**config.mk**
```make
export PLATFORM = sky130hd
export DESIGN_NAME = mod_reduce_seq
export DESIGN_NICKNAME = d
export VERILOG_FILES = /design/src/rtl/mod_reduce_seq.sv
export SDC_FILE = /design/constraint.sdc
export NUM_CORES = 1
export LEC_CHECK = 0
export ABC_CLOCK_PERIOD_IN_PS = 9450
export CAP_MARGIN = 20
export CORE_MARGIN = 4
export CORE_UTILIZATION = 30
export CTS_BUF_LIST = sky130_fd_sc_hd__clkbuf_8
export DETAILED_ROUTE_END_ITERATION = 10
export GPL_TIMING_DRIVEN = 0
export PLACE_DENSITY = 0.51
export SLEW_MARGIN = 0
export SYNTH_ARGS = -nofsm -noshare
export SYNTH_HDL_FRONTEND = slang
export SYNTH_SLANG_ARGS = --single-unit
```
**constraint.sdc**
```tcl
create_clock -name clk -period 9.45 [get_ports clk]
set_input_delay 1.89 -clock clk [delete_from_list [all_inputs] [get_ports clk]]
set_output_delay 1.89 -clock clk [all_outputs]
set_load 0.01 [all_outputs]
```
**src/rtl/mod_reduce_seq.sv**
```systemverilog
// Sequential X mod MOD reducer: Horner evaluation of the operand, CHUNK bits per cycle,
// with a conditional-subtract ladder keeping the running remainder below MOD.
module mod_reduce_seq #(
    parameter int MOD   = 4051,
    parameter int IN_W  = 400,
    parameter int CHUNK = 6,
    parameter int W     = 12
) (
    input  logic            clk,
    input  logic            rst,
    input  logic            in_valid,
    output logic            in_ready,
    input  logic [IN_W-1:0] in_data,
    output logic            out_valid,
    input  logic            out_ready,
    output logic [W-1:0]    out_data,
    output logic            busy
);

    localparam int NCH   = (IN_W + CHUNK - 1) / CHUNK;
    localparam int PW    = NCH * CHUNK;
    localparam int IDX_W = (NCH > 1) ? $clog2(NCH) : 1;
    localparam int XW    = W + CHUNK;
    localparam logic [XW-1:0]    MOD_X    = XW'(MOD);
    localparam logic [IDX_W-1:0] LAST_IDX = IDX_W'(NCH - 1);

    typedef enum logic [1:0] {IDLE, RUN, DONE} StateT;

    StateT             r_state;
    StateT             w_nextState;
    logic [W-1:0]      r_acc;
    logic [IDX_W-1:0]  r_idx;
    logic [PW-1:0]     r_operand;
    logic              w_accept;
    logic [CHUNK-1:0]  w_chunk;
    logic [XW-1:0]     w_ladder;
    logic [W-1:0]      w_accNext;

    assign w_accept = in_valid & in_ready;

    // The operand shifts left each RUN cycle, so the chunk being consumed is always the top one.
    assign w_chunk = r_operand[PW-1 -: CHUNK];

    // acc*2^CHUNK + chunk is below MOD*2^CHUNK, so one subtract attempt per power of two suffices.
    always_comb begin
        w_ladder = {r_acc, w_chunk};
        for (int k = CHUNK - 1; k >= 0; k--) begin
            if (w_ladder >= (MOD_X << k)) begin
                w_ladder = w_ladder - (MOD_X << k);
            end
        end
        w_accNext = w_ladder[W-1:0];
    end

    always_ff @(posedge clk) begin
        if (rst) begin
            r_state <= IDLE;
        end else begin
            r_state <= w_nextState;
        end
    end

    always_comb begin
        w_nextState = r_state;
        case (r_state)
            IDLE: if (in_valid) w_nextState = RUN;
            RUN:  if (r_idx == '0) w_nextState = DONE;
            DONE: if (out_ready) w_nextState = in_valid ? RUN : IDLE;
            default: w_nextState = IDLE;
        endcase
    end

    always_comb begin
        in_ready  = (r_state == IDLE) | ((r_state == DONE) & out_ready);
        out_valid = (r_state == DONE);
        busy      = (r_state == RUN);
        out_data  = (r_state == DONE) ? r_acc : '0;
    end

    // Datapath: acc is frozen outside RUN, which keeps the result stable while DONE waits.
    always_ff @(posedge clk) begin
        if (rst) begin
            r_acc     <= '0;
            r_idx     <= '0;
            r_operand <= '0;
        end else if (w_accept) begin
            r_acc     <= '0;
            r_idx     <= LAST_IDX;
            r_operand <= PW'(in_data);
        end else if (r_state == RUN) begin
            r_acc     <= w_accNext;
            r_operand <= r_operand << CHUNK;
            if (r_idx != '0) begin
                r_idx <= r_idx - 1'b1;
            end
        end
    end

endmodule

```
==> results.md, run 1 <==
- Most common library cells after synthesis: 617 x nand2_1, 423 x dfxtp_1, 277 x a21oi_1
- Final setup TNS: 0 ns
- Clock Latency Late Sink: ~0.66 ns
- Req. time, crit path: about 10 ns
- Post-CTS Hold Fix Bufs: 0
- Cell count after placement: 4024
- Ys flop type: dfxtp_1
- Syn_area_per_cell: approximately 8 um2
- Largest net degree at the start of global routing: 12
- Slew Limit Fails: 0
- Total grt overflow: 0
- CP Capture Type: register
- Worst-margin pin slew: around 1.0 ns
- Initial Util: just over 30%
- CTS HTree Levels: 3
- Core ar.: approximately 69000 um2
- Highest clock rate: roughly 110 MHz
- Hold WC Path Type: register to register
- Mapped Cells: around 2700
- Vias in the first global route: around 22000
- Dpl cell area: 26400 um2
- Max-slew headroom: a little under a third
- Share of layout cells above drive strength 1: around 7%
- PD cells: roughly 200 nW/um2
- Area share of the largest cell type after synthesis: between 40% and 50%
- Initial DRC count: around 2100
- Crit path kind: register to register
- Status: finished clean
- Clock tree sinks: 423
- Worst vdd ir: ~0.15 mV
- Via count: around 22000
- Routed len/inst: between 15 and 20 um
- Final hold vios: 0
- Crit share post-route: 94.6%
- R2R Path Start: r_operand[401]
- Post-synth cell types: roughly 100
- Synthesis Warnings: 0
- Worst hold start: r_operand[386]
- WP data arrival: about 9.5 ns
- Area Overhead vs Synth: 34.4%
- R2r setup slk: 0.51 ns
- First-pass GRT wire length: about 130 mm
- Detailed Routing Iterations Pass 1: 5
- Leakage power: between 9 and 10 nW
- Final nets: 3591
- Clk_skew: around 0.031 ns
- Antenna violation net count after detailed routing: 0
- CP max FO: 10
- Synth area leaders: dfxtp_1 40%, nand2_1 11%, a22oi_1 8.1%
- Vias per cell: about 5.4
- HPWL after DPL: approximately 64 mm
- Wirelength, routed: about 83 mm
- CTS tree: done
- Die X: between 200 and 300 um
- Die height: around 270 um
- Core Util, Final: approximately 40%
- Synthesized cell area: around 21000 um2
- Non-filler instance count after layout: between 4000 and 5000
- Root Driver: clkbuf_8
- FF-to-FF path depth: 34
- Inserted Clock Buffers: 76
- Largest stage delay, worst path: approximately 0.49 ns
- R2r endpoint: r_acc[7]
- Final Setup Violations: 0
- Total track usage: between 20% and 30%
- CP Launch Type: register
- I/O pins: between 400 and 500
- PortBufs: around 420
- Die area: about 74000 um2
- Syn Nets: ~3000
- # rows: between 90 and 100
- Register bit total from synthesis: around 420
- Sequential fraction of the synthesis area: approximately two fifths
- Count leader, synth: nand2_1
- Max Cap Viol: 0
- Hold path cells: 2
- Asr flop ratio synth: 0%
- # fillers: ~7100
- Dominant cell type by area after synthesis: dfxtp_1
- Cell area after layout: 28300 um2
- # DRC: 0
- Pwr Total: approximately 0.0056 W
- Post-route minimum period: 8.94 ns
- Critical-path top delay cell: or4_4
- Worst Hold End: r_operand[386]
- Clock Pin Slew Worst Setup and Hold Paths: about 0.06 ns
- Unrepaired setup endpoints after global routing: false
- Initial antenna violation count: 29
- CTS max path bufs: 3
- EDFF count, synth: 0
- GP Congestion: between 0.8 and 0.9
## worst max-delay path by stage
stage / startpoint / to / slack [ns] / depth (start not counted)
final: r_operand[401] / r_acc[7] / 0.51 / 34
after global routing: r_operand[401] / r_acc[7] / 0.003 / 35
after CTS: r_acc[0] / r_acc[7] / 0.03 / 35
after detailed placement: r_acc[0] / r_acc[7] / -0.61 / 34
after global placement: r_acc[0] / r_acc[7] / -0.64 / 34
after floorplan: r_acc[0] / r_acc[2] / 1.00 / 34
## cells in the final DEF (no fill, tap or decap), drive strengths merged, types with 9 or more instances in the layout
cell,netlist,routed
nand2,617,617
dfxtp,423,423
clkdlybuf4s50,0,417
clkbuf,210,313
a21oi,281,281
a22oi,228,228
nor2,223,223
a311oi,171,171
buf,36,45
xnor2,39,39
o21ai,35,35
nand3,34,34
inv,13,32
nor3,27,27
and2,26,26
diode,0,22
o211ai,19,19
a211oi,16,16
xor2,13,13
nor4,13,13
or3,12,12
o2111ai,12,12
or4,12,12
and3,11,11
a31oi,11,11
nand4,11,11
mux2i,11,11
clkinv,1,9
## logic make-up (layout without fill, tap and decap cells)
logic type	after synthesis	in the layout	share of synthesized area (%)
AND/OR/NAND/NOR	1037	1037	21.0
AO/OA/AOI/OAI	877	877	30.0
flip-flops	423	423	40.3
buffers and inverters	260	820	4.96
XOR/XNOR	52	52	2.27
multiplexers	19	19	1.07
adder cells (fa/ha/maj)	8	8	0.476
other	0	22	0
## where the power goes
part | leakage (nW) | switching, W | internal (W)
logic | 5.36 | 0.00107 | 0.000686
clock network | 0.897 | 0.000803 | 0.00101
registers | 3.49 | 0.000108 | 0.00197
total | 9.75 | 0.00198 | 0.00366
## cell type report
| cell class | instances | area (um2) | share of cell area (%) |
|---|---|---|---|
| clock inverters | 31 | 193 | 0.682 |
| clock buffers | 104 | 1430 | 5.06 |
| well taps | 931 | 1160 | 4.12 |
| inverters | 14 | 52.6 | 0.186 |
| diodes | 22 | 55.1 | 0.195 |
| multi-input cells | 1993 | 11700 | 41.2 |
| plain buffers | 243 | 985 | 3.48 |
| repair buffers | 428 | 4260 | 15.1 |
| flip-flops and latches | 423 | 8470 | 30.0 |
## metrics by stage
step / setup slack [ns] / hold WS [ns]
finish: 0.514 / 0.454
global route: 0.00339 / 0.472
CTS: 0.0324 / 0.454
detailed placement: -0.612 / 0.447
global placement: -0.642 / 0.442
floorplan: 1.00 / 0.432
## registers in the layout, summed over array words and instances, names as in the netlist
register / cells
r_acc: 12
r_idx: 7
r_operand: 402
r_state: 2
## per-layer routing
layer	vias to the layer above	track usage, %	wire, um
met4	18	7.30	1930
met3	131	4.16	4910
met1	10800	27.1	35900
met5	-	0	110
met2	702	35.6	40600
li1	10800	-	-
## worst max-delay path, delay by kind of cell, from the launching register on
kind,cells,cell delay [ns]
DFF,1,0.37
xor gates and xnor gates,2,0.33
adders and majority gates,3,0.82
and+or+nand+nor,12,3.37
muxes,2,0.45
AOI/OAI and AO/OA,10,2.53
buffers and inverters,5,0.96
## repair_timing
item                       4_1_cts  5_1_grt
setup endpoints to repair       12       12
resized for setup                8       24
pin swaps                        3        6
hold endpoints to repair         0        0
cloned                           0        0
setup buffers                    4        7
(Power assumes the default switching activity.)
==> run 2, diff against run 1 <==
--- a/config.mk
+++ b/config.mk
@@ -5,9 +5,7 @@
 export SDC_FILE = /design/constraint.sdc
 export NUM_CORES = 1
 export LEC_CHECK = 0
-export ABC_CLOCK_PERIOD_IN_PS = 9450
 export CAP_MARGIN = 20
-export CORE_MARGIN = 4
 export CORE_UTILIZATION = 30
 export CTS_BUF_LIST = sky130_fd_sc_hd__clkbuf_8
 export DETAILED_ROUTE_END_ITERATION = 10
==> run 2 against run 1 <==
  * Critical endpoint is now r_acc[2]
  * Count of clock-buffer cells in the layout shrank 9
  * Flip-flop and latch count is the same
  * Critical path depth shrank 2
  * Final area shrank 0.19%
  * Combinational power is essentially flat
  * Via count shrank 0.27%
  * Critical path type unchanged
  * Sequential share of layout area grew 0.058 points
  * Core utilization is essentially flat
  * Global-route usage grew 1.5 points
  * Die area shrank 4.4%
  * Final cell count grew 0.17%
  * Register-to-register slack lost 0.09 ns
==> results.md, run 2 (synthesis results as in run 1) <==
- Highest clock rate: 111 MHz
- Initial Util: 30.5%
- Final Setup Violations: 0
- Max-slew headroom: between 30% and 40%
- Largest stage delay, worst path: ~0.62 ns
- Final hold vios: 0
- Die X: between 200 and 300 um
- Net Sw Frac: between 30% and 40%
- Share of layout cells above drive strength 1: under 10%
- I/O pins: between 400 and 500
- CTS tree: done
- Share of power burned in registers: 37.1%
- Commonest non-fill, non-tap cell in the layout: nand2_1
- Slew Limit Fails: 0
- HPWL after DPL: roughly 63 mm
- Worst vdd ir: between 0.09 and 0.1 mV
- Cell area after layout: about 28000 um2
- PD cells: roughly 200 nW/um2
- Dpl cell area: about 26000 um2
- PortBufs: 417
- GP Congestion: a little under 0.9
- Total track usage: a little under a quarter
- # rows: between 90 and 100
- Logic pwr share: 31.4%
- CP max FO: 10
- Core Util, Final: 40.9%
- Biggest register: r_operand
- First-pass GRT wire length: roughly 130 mm
- Clk_skew: between 0.03 and 0.04 ns
- Most frequent cells in the layout: 617 x nand2_1, 423 x dfxtp_1, 417 x clkdlybuf4s50_1, 273 x a21oi_1, 228 x a22oi_1
- Total grt overflow: 0
- Root Driver: clkbuf_8
- Initial DRC count: roughly 1600
- Inserted Clock Buffers: slightly below 80
- Via count: approximately 22000
- Core ar.: 68900 um2
- Clock Latency Late Sink: between 0.6 and 0.7 ns
- Die height: roughly 270 um
- Worst-margin pin slew: 0.974 ns
- Vias in the first global route: 22000
- Crit share post-route: 95.5%
- Leakage power: between 9 and 10 nW
- Max Cap Viol: 0
- CP Capture Type: register
- Detailed Routing Iterations Pass 1: 6
- Clock tree sinks: 423
- Area Overhead vs Synth: 34.1%
- Status: finished clean
- CTS HTree Levels: 3
- Hold WC Path Type: register to register
- Routed len/inst: ~20 um
- Wirelength, routed: around 83 mm
- WP data arrival: roughly 9.6 ns
- Clock group share of total power: around a third
- CTS max path bufs: 3
- Largest registers: r_operand: 402 flops, r_acc: 12 flops, r_idx: 7 flops
- Die area: a little over 70000 um2
- Crit path kind: register to register
- Vias per cell: between 5 and 6
- Largest net degree at the start of global routing: 11
- CP Launch Type: register
- # DRC: 0
- Clock Pin Slew Worst Setup and Hold Paths: about 0.05 ns
- Sw power: 0.00197 W
- Final nets: between 3000 and 4000
- Power Internal: about 0.0036 W
- Req. time, crit path: 10.03 ns
- Post-route minimum period: 9.03 ns
- Antenna violation net count after detailed routing: 0
- Initial antenna violation count: 30
- Critical-path top delay cell: or4_4
- Max reg flops: roughly 400
-- run 2: cell types whose count changed in the layout (fill, tap and decap cells not counted), sizes merged --
cell      delta
buf          +6
clkbuf      -11
bufinv       +1
diode        +1
clkinvlp     -1
clkinv       +2
inv          +9
-- run 2: final timing paths --
check,slack (ns),depth (start not counted),to,startpoint
setup reg to reg,0.42,32,r_acc[2],r_acc[0]
setup / recovery,0.42,32,r_acc[2],r_acc[0]
hold / removal,0.46,2,r_operand[269],r_operand[269]
hold reg to reg,0.46,2,r_operand[269],r_operand[269]
-- run 2: metrics by stage --
stage / power, W / hold slack (ns) / TNS, ns / cells / worst slack [ns]
after floorplan: 0.00321 / 0.432 / 0 / 2676 / 1.00
after global placement: 0.00380 / 0.442 / -4.54 / 4024 / -0.634
after detailed placement: 0.00381 / 0.449 / -5.67 / 4024 / -0.745
after CTS: 0.00560 / 0.457 / 0 / 4166 / 0.00509
after global routing: 0.00590 / 0.467 / -0.00892 / 4192 / -0.00892
final: 0.00559 / 0.455 / 0 / 4196 / 0.424
-- run 2: routing by layer --
metal | global-route usage (%) | up-vias | share of wire [%]
li1 | - | 10900 | -
met1 | 28.6 | 10700 | 43
met2 | 37.8 | 675 | 49
met3 | 4.57 | 133 | 6.0
met4 | 8.23 | 14 | 2.5
met5 | 0 | - | 0.11
-- run 2: power by group through the flow --
stage / sequential [W] / clock, W / combinational, W
3_3_place_gp: 0.00210 / 0 / 0.00169
4_1_cts: 0.00207 / 0.00181 / 0.00173
5_1_grt: 0.00209 / 0.00188 / 0.00193
6_report: 0.00208 / 0.00176 / 0.00176
3_5_place_dp: 0.00211 / 0 / 0.00171
2_1_floorplan: 0.00207 / 0 / 0.00114
-- run 2: final cells by class --
type	count	area [um2]
Antenna cell	23	57.6
Buffer	242	980
Clock buffer	95	1310
Clock inverter	42	240
Fill cell	7152	40700
Inverter	14	52.6
Multi-Input combinational cell	1993	11600
Sequential cell	423	8470
Tap cell	931	1160
Timing Repair Buffer	433	4290
-- run 2: timing repair --
| item | 4_1_cts | 5_1_grt |
|---|---|---|
| setup buffers | 5 | 11 |
| endpoints found under the setup margin | 12 | 12 |
| hold buffers | 0 | 0 |
| gates cloned | 0 | 0 |
| pin swaps | 3 | 6 |
| gates resized for setup | 8 | 21 |
-- run 2: critical path, delay by kind of cell (launching register included) --
kind	cells	cell delay [ns]
compound gates	10	2.75
xor+xnor	2	0.34
fa+ha+maj	3	0.84
buf+inv	3	0.56
flops	1	0.32
mux	2	0.48
simple gates	12	3.65
